File: src/rtl/admm_iter_sequencer_pkg.sv
// admm_iter_sequencer_pkg
//   Shared types and helpers for the ADMM iteration sequencer.
//   state_e  : controller states
//   idx_w    : index width for a count of n items (min 1 bit)
//   sat_abs  : saturating absolute value of a w-bit signed value (w <= 32),
//              passed sign-extended to 32 bits
package admm_iter_sequencer_pkg;

  typedef enum logic [2:0] {
    IDLE   = 3'd0,
    PRIMAL = 3'd1,
    SLACK  = 3'd2,
    DUAL   = 3'd3,
    RESID  = 3'd4,
    FINISH = 3'd5
  } state_e;

  function automatic int idx_w(input int n);
    return (n > 1) ? $clog2(n) : 1;
  endfunction

  // The most negative w-bit value has no positive twin; it maps to the
  // largest positive value instead of wrapping back to itself.
  function automatic logic [31:0] sat_abs(input logic signed [31:0] x, input int w);
    logic signed [31:0] mn;
    mn = -(32'sd1 <<< (w - 1));
    if (x == mn) return ~mn;
    if (x < 0) return -x;
    return x;
  endfunction

endpackage

File: src/rtl/admm_iter_sequencer_if.sv
// admm_iter_sequencer_if
//   Start/done handshake bundle between the sequencer and its stage engines
//   (primal solver, slack-update engine, dual-update engine).
//   master : sequencer side (drives *_start and knot_idx)
//   slave  : engine side    (drives *_done and the per-knot residuals)
interface admm_iter_sequencer_if #(
  parameter int HORIZON = 10,
  parameter int W       = 16
);
  localparam int KW = (HORIZON > 1) ? $clog2(HORIZON) : 1;

  logic                primal_start;
  logic                primal_done;
  logic                slack_start;
  logic                slack_done;
  logic                dual_start;
  logic                dual_done;
  logic signed [W-1:0] pri_res;
  logic signed [W-1:0] dual_res;
  logic [KW-1:0]       knot_idx;

  modport master (
    output primal_start, slack_start, dual_start, knot_idx,
    input  primal_done, slack_done, dual_done, pri_res, dual_res
  );

  modport slave (
    input  primal_start, slack_start, dual_start, knot_idx,
    output primal_done, slack_done, dual_done, pri_res, dual_res
  );
endinterface

File: src/rtl/admm_iter_sequencer_tracker.sv
// admm_residual_tracker
//   Running maxima of the saturated |primal| and |dual| residuals over one
//   knot sweep, and the tolerance compare against the latched tolerances.
//   load_i      : latch tolerances and clear maxima (accepted start)
//   clr_i       : clear maxima (start of a new sweep)
//   upd_i       : fold pri_res_i / dual_res_i into the maxima
//   within_tol_o: both maxima <= their tolerances (unsigned, non-strict)
module admm_residual_tracker
  import admm_iter_sequencer_pkg::*;
#(
  parameter int W = 16
) (
  input  logic                clk,
  input  logic                reset,
  input  logic                load_i,
  input  logic [W-1:0]        tol_pri_i,
  input  logic [W-1:0]        tol_dual_i,
  input  logic                clr_i,
  input  logic                upd_i,
  input  logic signed [W-1:0] pri_res_i,
  input  logic signed [W-1:0] dual_res_i,
  output logic                within_tol_o
);
  logic [W-1:0] tol_pri_q, tol_dual_q;
  logic [W-1:0] max_pri_q, max_dual_q;
  logic [W-1:0] pri_abs, dual_abs;

  assign pri_abs  = W'(sat_abs(32'(pri_res_i), W));
  assign dual_abs = W'(sat_abs(32'(dual_res_i), W));

  always_ff @(posedge clk or posedge reset) begin
    if (reset) begin
      tol_pri_q  <= '0;
      tol_dual_q <= '0;
      max_pri_q  <= '0;
      max_dual_q <= '0;
    end else begin
      if (load_i) begin
        tol_pri_q  <= tol_pri_i;
        tol_dual_q <= tol_dual_i;
      end
      if (load_i || clr_i) begin
        max_pri_q  <= '0;
        max_dual_q <= '0;
      end else if (upd_i) begin
        if (pri_abs > max_pri_q)   max_pri_q  <= pri_abs;
        if (dual_abs > max_dual_q) max_dual_q <= dual_abs;
      end
    end
  end

  assign within_tol_o = (max_pri_q <= tol_pri_q) && (max_dual_q <= tol_dual_q);
endmodule

File: src/rtl/admm_iter_sequencer.sv
// admm_iter_sequencer
//   ADMM iteration controller: per iteration one primal solve, then a
//   slack/dual sweep over every horizon knot, then a residual check.
//   Stops on convergence, max_iter, abort or a stage watchdog timeout.
//   clk, reset            : clock, async active-high reset
//   start/abort           : solve control (start ignored while not IDLE)
//   max_iter/tol_pri/dual : sampled on an accepted start
//   eng                   : engine start/done handshakes, residuals, knot_idx
//   busy/done             : solve in progress / one-cycle completion pulse
//   converged/timed_out/iter_count : result, held until the next start
module admm_iter_sequencer
  import admm_iter_sequencer_pkg::*;
#(
  parameter int HORIZON = 10,
  parameter int W       = 16,
  parameter int ITER_W  = 8,
  parameter int TIMEOUT = 1024
) (
  input  logic                 clk,
  input  logic                 reset,
  input  logic                 start,
  input  logic                 abort,
  input  logic [ITER_W-1:0]    max_iter,
  input  logic [W-1:0]         tol_pri,
  input  logic [W-1:0]         tol_dual,
  admm_iter_sequencer_if.master eng,
  output logic                 busy,
  output logic                 done,
  output logic                 converged,
  output logic                 timed_out,
  output logic [ITER_W-1:0]    iter_count
);
  localparam int KW   = idx_w(HORIZON);
  localparam int WD_W = idx_w(TIMEOUT);

  state_e            state_q, state_d;
  logic              entry_q;
  logic [WD_W-1:0]   wd_q;
  logic [KW-1:0]     knot_q, knot_d;
  logic [ITER_W-1:0] iter_q, iter_d;
  logic [ITER_W-1:0] max_iter_q, max_iter_d;
  logic              conv_q, conv_d;
  logic              to_q, to_d;
  logic              trk_load, trk_clr, trk_upd, within_tol;
  logic              acc, wd_exp;

  // Done pulses are only honoured after the entry (start-pulse) cycle.
  assign acc    = !entry_q;
  assign wd_exp = (TIMEOUT != 0) && (wd_q == WD_W'(TIMEOUT - 1));

  admm_residual_tracker #(.W(W)) u_trk (
    .clk         (clk),
    .reset       (reset),
    .load_i      (trk_load),
    .tol_pri_i   (tol_pri),
    .tol_dual_i  (tol_dual),
    .clr_i       (trk_clr),
    .upd_i       (trk_upd),
    .pri_res_i   (eng.pri_res),
    .dual_res_i  (eng.dual_res),
    .within_tol_o(within_tol)
  );

  always_comb begin
    state_d    = state_q;
    knot_d     = knot_q;
    iter_d     = iter_q;
    max_iter_d = max_iter_q;
    conv_d     = conv_q;
    to_d       = to_q;
    trk_load   = 1'b0;
    trk_clr    = 1'b0;
    trk_upd    = 1'b0;
    case (state_q)
      IDLE: begin
        if (start) begin
          trk_load   = 1'b1;
          max_iter_d = max_iter;
          iter_d     = '0;
          conv_d     = 1'b0;
          to_d       = 1'b0;
          knot_d     = '0;
          state_d    = (max_iter == '0) ? FINISH : PRIMAL;
        end
      end
      PRIMAL: begin
        if (abort) state_d = FINISH;
        else if (acc && eng.primal_done) begin
          state_d = SLACK;
          knot_d  = '0;
          trk_clr = 1'b1;
        end else if (wd_exp) begin
          state_d = FINISH;
          to_d    = 1'b1;
        end
      end
      SLACK: begin
        if (abort) state_d = FINISH;
        else if (acc && eng.slack_done) state_d = DUAL;
        else if (wd_exp) begin
          state_d = FINISH;
          to_d    = 1'b1;
        end
      end
      DUAL: begin
        if (abort) state_d = FINISH;
        else if (acc && eng.dual_done) begin
          trk_upd = 1'b1;
          if (knot_q == KW'(HORIZON - 1)) state_d = RESID;
          else begin
            knot_d  = knot_q + KW'(1);
            state_d = SLACK;
          end
        end else if (wd_exp) begin
          state_d = FINISH;
          to_d    = 1'b1;
        end
      end
      RESID: begin
        // An abort here drops the iteration being checked.
        if (abort) state_d = FINISH;
        else begin
          iter_d  = iter_q + ITER_W'(1);
          conv_d  = within_tol;
          state_d = (within_tol || iter_d == max_iter_q) ? FINISH : PRIMAL;
        end
      end
      FINISH:  state_d = IDLE;
      default: state_d = IDLE;
    endcase
  end

  always_ff @(posedge clk or posedge reset) begin
    if (reset) begin
      state_q    <= IDLE;
      entry_q    <= 1'b0;
      wd_q       <= '0;
      knot_q     <= '0;
      iter_q     <= '0;
      max_iter_q <= '0;
      conv_q     <= 1'b0;
      to_q       <= 1'b0;
    end else begin
      state_q    <= state_d;
      // Every stage entry is a state change, so this flags the first cycle
      // of a stage and restarts the watchdog there.
      entry_q    <= (state_d != state_q);
      wd_q       <= (state_d != state_q) ? '0 : wd_q + WD_W'(1);
      knot_q     <= knot_d;
      iter_q     <= iter_d;
      max_iter_q <= max_iter_d;
      conv_q     <= conv_d;
      to_q       <= to_d;
    end
  end

  assign eng.primal_start = (state_q == PRIMAL) && entry_q;
  assign eng.slack_start  = (state_q == SLACK)  && entry_q;
  assign eng.dual_start   = (state_q == DUAL)   && entry_q;
  assign eng.knot_idx     = knot_q;

  assign busy       = (state_q == PRIMAL) || (state_q == SLACK) ||
                      (state_q == DUAL)   || (state_q == RESID);
  assign done       = (state_q == FINISH);
  assign converged  = conv_q;
  assign timed_out  = to_q;
  assign iter_count = iter_q;
endmodule

File: src/flat_wrapper.sv
// flat-port wrapper written by rule: the top's interface ports become plain ports
module admm_iter_sequencer_flat import admm_iter_sequencer_pkg::*;
#(
  parameter int HORIZON = 10,
  parameter int W       = 16,
  parameter int ITER_W  = 8,
  parameter int TIMEOUT = 1024
)
  (clk, reset, start, abort, max_iter, tol_pri, tol_dual, busy, done, converged, timed_out, iter_count, eng_primal_start, eng_slack_start, eng_dual_start, eng_knot_idx, eng_primal_done, eng_slack_done, eng_dual_done, eng_pri_res, eng_dual_res);
  admm_iter_sequencer_if #(.HORIZON(HORIZON), .W(W)) eng_i ();
  input  logic clk;
  input  logic reset;
  input  logic start;
  input  logic abort;
  input  logic [ITER_W-1:0] max_iter;
  input  logic [W-1:0] tol_pri;
  input  logic [W-1:0] tol_dual;
  output logic busy;
  output logic done;
  output logic converged;
  output logic timed_out;
  output logic [ITER_W-1:0] iter_count;
  output wire logic [$bits(eng_i.primal_start)-1:0] eng_primal_start;
  output wire logic [$bits(eng_i.slack_start)-1:0] eng_slack_start;
  output wire logic [$bits(eng_i.dual_start)-1:0] eng_dual_start;
  output wire logic [$bits(eng_i.knot_idx)-1:0] eng_knot_idx;
  input wire logic [$bits(eng_i.primal_done)-1:0] eng_primal_done;
  input wire logic [$bits(eng_i.slack_done)-1:0] eng_slack_done;
  input wire logic [$bits(eng_i.dual_done)-1:0] eng_dual_done;
  input wire logic [$bits(eng_i.pri_res)-1:0] eng_pri_res;
  input wire logic [$bits(eng_i.dual_res)-1:0] eng_dual_res;
  assign eng_primal_start = eng_i.primal_start;
  assign eng_slack_start = eng_i.slack_start;
  assign eng_dual_start = eng_i.dual_start;
  assign eng_knot_idx = eng_i.knot_idx;
  assign eng_i.primal_done = eng_primal_done;
  assign eng_i.slack_done = eng_slack_done;
  assign eng_i.dual_done = eng_dual_done;
  assign eng_i.pri_res = eng_pri_res;
  assign eng_i.dual_res = eng_dual_res;
  admm_iter_sequencer #(.HORIZON(HORIZON), .W(W), .ITER_W(ITER_W), .TIMEOUT(TIMEOUT)) u_core (.clk(clk), .reset(reset), .start(start), .abort(abort), .max_iter(max_iter), .tol_pri(tol_pri), .tol_dual(tol_dual), .eng(eng_i), .busy(busy), .done(done), .converged(converged), .timed_out(timed_out), .iter_count(iter_count));
endmodule
File: config.mk
export PLATFORM = sky130hd
export DESIGN_NAME = admm_iter_sequencer_flat
export DESIGN_NICKNAME = d
export VERILOG_FILES = /design/src/rtl/admm_iter_sequencer_pkg.sv /design/src/rtl/admm_iter_sequencer_if.sv /design/src/rtl/admm_iter_sequencer_tracker.sv /design/src/rtl/admm_iter_sequencer.sv /design/src/flat_wrapper.sv
export SDC_FILE = /design/constraint.sdc
export NUM_CORES = 1
export LEC_CHECK = 0
export CAP_MARGIN = 20
export CORE_MARGIN = 3
export CORE_UTILIZATION = 43
export DETAILED_ROUTE_END_ITERATION = 10
export PLACE_DENSITY = 0.74
export SYNTH_ARGS = -nofsm -noshare
export SYNTH_HDL_FRONTEND = slang
export SYNTH_SLANG_ARGS = --single-unit
File: constraint.sdc
create_clock -name clk -period 6.08 [get_ports clk]
set_clock_uncertainty 0.05 [all_clocks]
set_input_delay 1.52 -clock clk [delete_from_list [all_inputs] [get_ports clk]]
set_output_delay 1.52 -clock clk [all_outputs]
set_load 0.02 [all_outputs]
Word level (Yosys, flattened, before mapping):

Index checks and enable logic that the tools add are counted.

* flip-flop bits (word level): 100
* input port bits: 79
* output and inout port bits: 19
* logic and storage cells: 135

* $add $sub $neg: 5
* order comparisons: 6
* eq/ne operators: 22
* multiplexer cells: 63
* reductions and logical operators: 27

Operators with widths (number)
* $mux W16: 14
* $mux W3: 12
* $eq A16 B16 Y1 const B: 2
* $gt A16 B16 Y1: 2
* $le A16 B16 Y1: 2
* $lt A16 B1 Y1 const B: 2
* $neg A16 Y16: 2
* $mux W4: 6
* $mux W1: 23
* $ne A2 B2 Y1 const B: 9
* $mux W8: 2
* $pmux W8 S2: 1
* $pmux W3 S5: 1
* $pmux W4 S3: 1
* $add A10 B1 Y10 const B: 1
* $eq A10 B10 Y1 const B: 1
* $mux W10: 1
* $add A8 B1 Y8 const B: 1
* $eq A8 B8 Y1: 1
* $logic_not A8 Y1: 1
* $reduce_and A8 Y1: 1
* $reduce_bool A2 Y1: 4
* $logic_and A1 B1 Y1: 7
* $reduce_and A7 Y1: 1
* 16 further kinds: 25

Longest topological paths before layout:

* word-level depth: 9
* mapped depth: 17
* depth with buffers taken out: 15

Modules after synthesis:

A second synthesis with hierarchy kept.

* cell total of the unflattened synthesis: 760
* area, all modules: 6925.4 sq um

By module, submodules not included
* admm_residual_tracker: instances 1, cells each 510, area each 4603.2 sq um
* admm_iter_sequencer: instances 1, cells each 250, area each 2322.2 sq um

Worst setup path after synthesis:

Ideal clock, no wire load.

* kind: in2reg
* from: input port eng_dual_res[2]
* to: register u_core.u_trk.max_dual_q[12]
* setup time: 128 ps
* data arrival time: 4372 ps
* setup slack: 1530 ps
* stages on the path: 12
* path through: nor4_1 > nand3_1 > or3_1 > o21ai_0 > o21ai_0 > ha_1 > nand3_1 > nor3_1 > nand4_1 > o311ai_1 > buf_2 > mux2_1

* cells in the longest elaborated chain, start to end: 8
* elaborated cells between the ends (all ways): 15
* those cells by class: add/sub (1); order compare (2); eq/ne (1); mux (9); reduce/logical (2)

RTL lines
* from (decl): line flat_wrapper.sv:31 `input wire logic [$bits(eng_i.dual_res)-1:0] eng_dual_res;`
* $lt A16 B1 Y1: line admm_iter_sequencer_pkg.sv:28 `if (x < 0) return -x;`
* $mux W1 (2 in a row): line admm_iter_sequencer_pkg.sv:28
* $mux W16: line admm_iter_sequencer_pkg.sv:29 `return x;`
* $mux W16 *: line admm_iter_sequencer_pkg.sv:28
* $gt A16 B16 Y1 / $mux W16 (equally long branches): line admm_iter_sequencer_tracker.sv:47 `if (dual_abs > max_dual_q) max_dual_q <= dual_abs;`
* $reduce_bool A2 Y1 (no source line) / $mux W16 (equally long branches)
* $reduce_and A2 Y1 (no source line) / $mux W16 (equally long branches)
* to (signal assigned): line admm_iter_sequencer_tracker.sv:47
* to (decl): line admm_iter_sequencer_tracker.sv:25 `logic [W-1:0] max_pri_q, max_dual_q;`

Every way passes the cells marked *; elsewhere a longest branch is shown, timed or not. The select of a mux whose other input is x is not followed.
A chain may end at the register's enable or synchronous reset.

Worst setup path after layout:

Same ends and word-level chain as after synthesis.

==> key figures <==
Outcome
  • Result of the run: finished clean

Timing
  • Tightest Pin Transition: 1.05 ns
  • Max Clk Rate: 188 MHz
  • Number of setup violations in the final report: 0
  • Unrepaired setup endpoints after global routing: false
  • Number of pins exceeding their max-slew limit in the final report: 0
  • Relative slew slack: 0.303
  • Post-route minimum period: 5.32 ns
  • Count of endpoints failing hold in the final timing report: 0
  • Setup tns final: 0 ns
  • Share of the clock period used by the worst path: 0.875
  • Tightest hold margin: 0.444 ns

Clock tree
  • Clk buf depth: 2
  • Clock latency of the later-clocked register in the worst-skew pair: 0.35 ns
  • Post-CTS Resized: 0
  • Cell chosen for the clock root: clkbuf_16
  • Clock slew seen by the registers of the worst setup and hold paths: 0.07 ns
  • # Post-CTS Setup Buffers: 0
  • Clock H-tree levels: 3
  • TritonCTS clock tree: yes
  • Number of clock sinks: 100
  • Hold-fix buffers, CTS: 0
  • Clock buffer count from CTS: 9

Power and ir drop
  • Tot Pwr: 2.46 mW
  • Leakage power of the design: 3.57 nW
  • Total power density per cell area: 298 mW/mm²
  • Worst ir drop on vdd: 0.198 mV

Worst setup path
  • Sort of element at the end of the critical path: flip-flop
  • Arrival time at the worst endpoint: 5.50 ns
  • Reg-to-reg slack, setup: 3.03 ns
  • Reg2Reg Capture Point: u_core.u_trk.max_pri_q[15]
  • Setup CP Type: input port to flip-flop
  • Library cell contributing the largest single delay on the critical path: nor4_1
  • Worst stage delay on the critical path: 0.59 ns
  • Launching element type of the critical path: input port
  • Depth of the worst register-to-register path: 7
  • Biggest fanout along the worst timing path: 12
  • CP required: 6.27 ns
  • Crit-path cells: clkdlybuf4s50_1 > nor4_1 > nand3_1 > or3_1 > o21ai_0 > o21ai_0 > ha_1 > nand3_1 > nor3_1 > nand4_1 > o211ai_1 > o311ai_4 > buf_4 > mux2_1
  • Startpoint of the worst register-to-register path: u_core.state_q[0]

GRT
  • Largest net degree at the start of global routing: 69
  • Vias in the first global route: 5764
  • Global routing usage summed across all routing layers: 0.189
  • Antenna violations before repair: 0
  • Total congestion overflow: 0
  • Wire length of the first global-routing pass: 27.5 mm

Logic synthesis
  • Unique cell type count in the Yosys netlist: 56
  • Cell types with the largest area share after synthesis: dfrtp_1, ha_1, nand2_1
  • Fraction of post-synthesis cell area in the top cell type by area: 0.366
  • Post-Synthesis Mean Instance Area: 8.35 µm²
  • Combined area of all synthesized cells: 0.00683 mm²
  • Cell type with the highest aggregate area in the netlist: dfrtp_1
  • Portion of the post-synthesis area used by sequential elements: 0.366
  • Synth warn: 0
  • Post-Syn Nets: 967
  • Synth Instances: 818
  • Synth Register Bits: 100

Layout
  • Post-Layout Cell Count: 1112
  • Diode insertion count for antenna repair: 0
  • Fraction of final layout cells sized beyond drive strength 1: 0.0400
  • Syn-to-layout area delta: 21.0%
  • Total number of nets in the final design: 1045
  • Finished Core Util: 0.537

Die
  • Initial Utilization: 0.444
  • Total Die Area: 0.0174 mm²
  • Core box area: 0.0154 mm²
  • DIE HEIGHT: 132 µm
  • Die width: 132 µm
  • Number of rows in the core area: 45
  • Total I/O pin count: 98

Placement
  • HPWL after detailed placement: 12.2 mm
  • Cell count after placement: 1096
  • Number of buffers added on ports: 97
  • GP Congestion: 0.882

Routing
  • Overall via count from detail_route: 5962
  • Wire length per cell: 14.4 µm
  • DRC marker count from the first detailed-route iteration: 538
  • Antenna Violating Nets Remaining: 0
  • Final Routed Wirelength: 16.0 mm
  • Residual DRC: 0
  • Router iterations before antenna repair: 5
  • Detail-routed via count per cell: 5.36

Flow run
  • Max_cap viols: 0

Worst hold path
  • Worst hold path cell count: 1
  • Worst min-delay path category: flip-flop to flip-flop
  • Worst Hold Launch: u_core.wd_q[0]
  • Hold Path End: u_core.wd_q[0]
==> logic make-up (layout without fill, tap and decap cells) <==
logic type	after synthesis	count (layout)	share of synthesized area
multiplexers	7	7	0.0104
flip-flops	100	100	0.366
XOR/XNOR	28	28	0.0359
AO/OA/AOI/OAI	197	197	0.185
adder cells (fa/ha/maj)	70	70	0.128
AND/OR/NAND/NOR	305	305	0.209
buffers and inverters	111	194	0.0650
==> worst max path at each step <==
stage / from / to / cells after the start
floorplan: eng_dual_res[2] / u_core.u_trk.max_dual_q[12] / 12
global placement: eng_dual_res[2] / u_core.u_trk.max_dual_q[12] / 14
detailed placement: eng_dual_res[2] / u_core.u_trk.max_dual_q[12] / 14
CTS: eng_dual_res[2] / u_core.u_trk.max_dual_q[12] / 14
global route: eng_dual_res[2] / u_core.u_trk.max_dual_q[12] / 14
finish: eng_dual_res[2] / u_core.u_trk.max_dual_q[12] / 14
==> worst max-delay path, delay by kind of cell <==
family | cells | cell delay, ns
AOI/OAI and AO/OA | 4 | 0.77
adders and majority gates | 1 | 0.31
buffers and inverters | 2 | 0.70
muxes | 1 | 0.31
and+or+nand+nor | 6 | 1.90
==> synthesized netlist by cell type, drive strengths merged <==
| cell | count |
|---|---|
| nand2 | 117 |
| dfrtp | 100 |
| inv | 75 |
| ha | 70 |
| o21ai | 69 |
| nor2 | 57 |
| a21oi | 39 |
| nand3 | 38 |
| clkbuf | 27 |
| o31ai | 23 |
| nor3 | 20 |
| nand4 | 19 |
| a211oi | 17 |
| xor2 | 15 |
| xnor2 | 13 |
| nor4 | 12 |
| nor2b | 10 |
| buf | 9 |
| nand2b | 9 |
| o21a | 9 |
| a31oi | 7 |
| and3 | 7 |
| o211ai | 7 |
| a21o | 6 |
| mux2i | 6 |
| o31a | 5 |
| a2111oi | 4 |
| or3 | 4 |
| o311ai | 3 |
| o41ai | 3 |
| nand3b | 2 |
| nor3b | 2 |
| or2 | 2 |
| or4 | 2 |
| a211o | 1 |
| a311oi | 1 |
| a32oi | 1 |
| and2 | 1 |
| and3b | 1 |
| and4 | 1 |
| mux2 | 1 |
| o221ai | 1 |
| o22ai | 1 |
| or4b | 1 |
==> placed cells by master (no fill, tap or decap), drive strengths merged, types with 12 or more instances in the layout <==
cell type,instances
nand2,117
dfrtp,100
xor2,15
clkdlybuf4s50,97
inv,75
a211oi,17
nand4,19
nor2,57
nand3,38
nor4,12
ha,70
clkbuf,12
a21oi,39
xnor2,13
nor3,20
o21ai,69
o31ai,23
==> registers in the layout, summed over array words and instances (netlist names) <==
name / flops
u_core.entry_q: 1
u_core.iter_count: 8
u_core.max_iter_q: 8
u_core.state_q: 3
u_core.u_trk.tol_pri_q: 16
u_core.eng.knot_idx: 4
u_core.wd_q: 10
u_core.converged: 1
u_core.u_trk.max_pri_q: 16
u_core.u_trk.tol_dual_q: 16
u_core.timed_out: 1
u_core.u_trk.max_dual_q: 16
==> area by class of cell <==
class	count	area, µm²
Sequential cell	100	2500
Multi-Input combinational cell	607	3910
Inverter	75	284
Timing Repair Buffer	103	1020
Tap cell	211	264
Clock buffer	12	267
Clock inverter	4	22.5
Fill cell	1410	7110
==> where the power goes <==
part	internal (mW)	switching, mW
clock	0.309	0.247
combinational	0.372	0.594
sequential	0.823	0.115
total	1.50	0.957
==> through the flow <==
step	area [µm²]	worst slack, ns
2_1_floorplan	6830	1.53
3_3_place_gp	7970	0.591
3_5_place_dp	7970	0.490
4_1_cts	8260	0.849
5_1_grt	8260	0.395
6_report	8260	0.763
==> metal layers <==
metal,vias to the layer above,share of wire,GRT usage
li1,3037,-,-
met5,-,0,0
met1,2759,0.48,0.258
met2,147,0.46,0.304
met3,19,0.048,0.0447
met4,0,0.015,0.0478
Note: power is estimated with default switching activity, not from simulation.
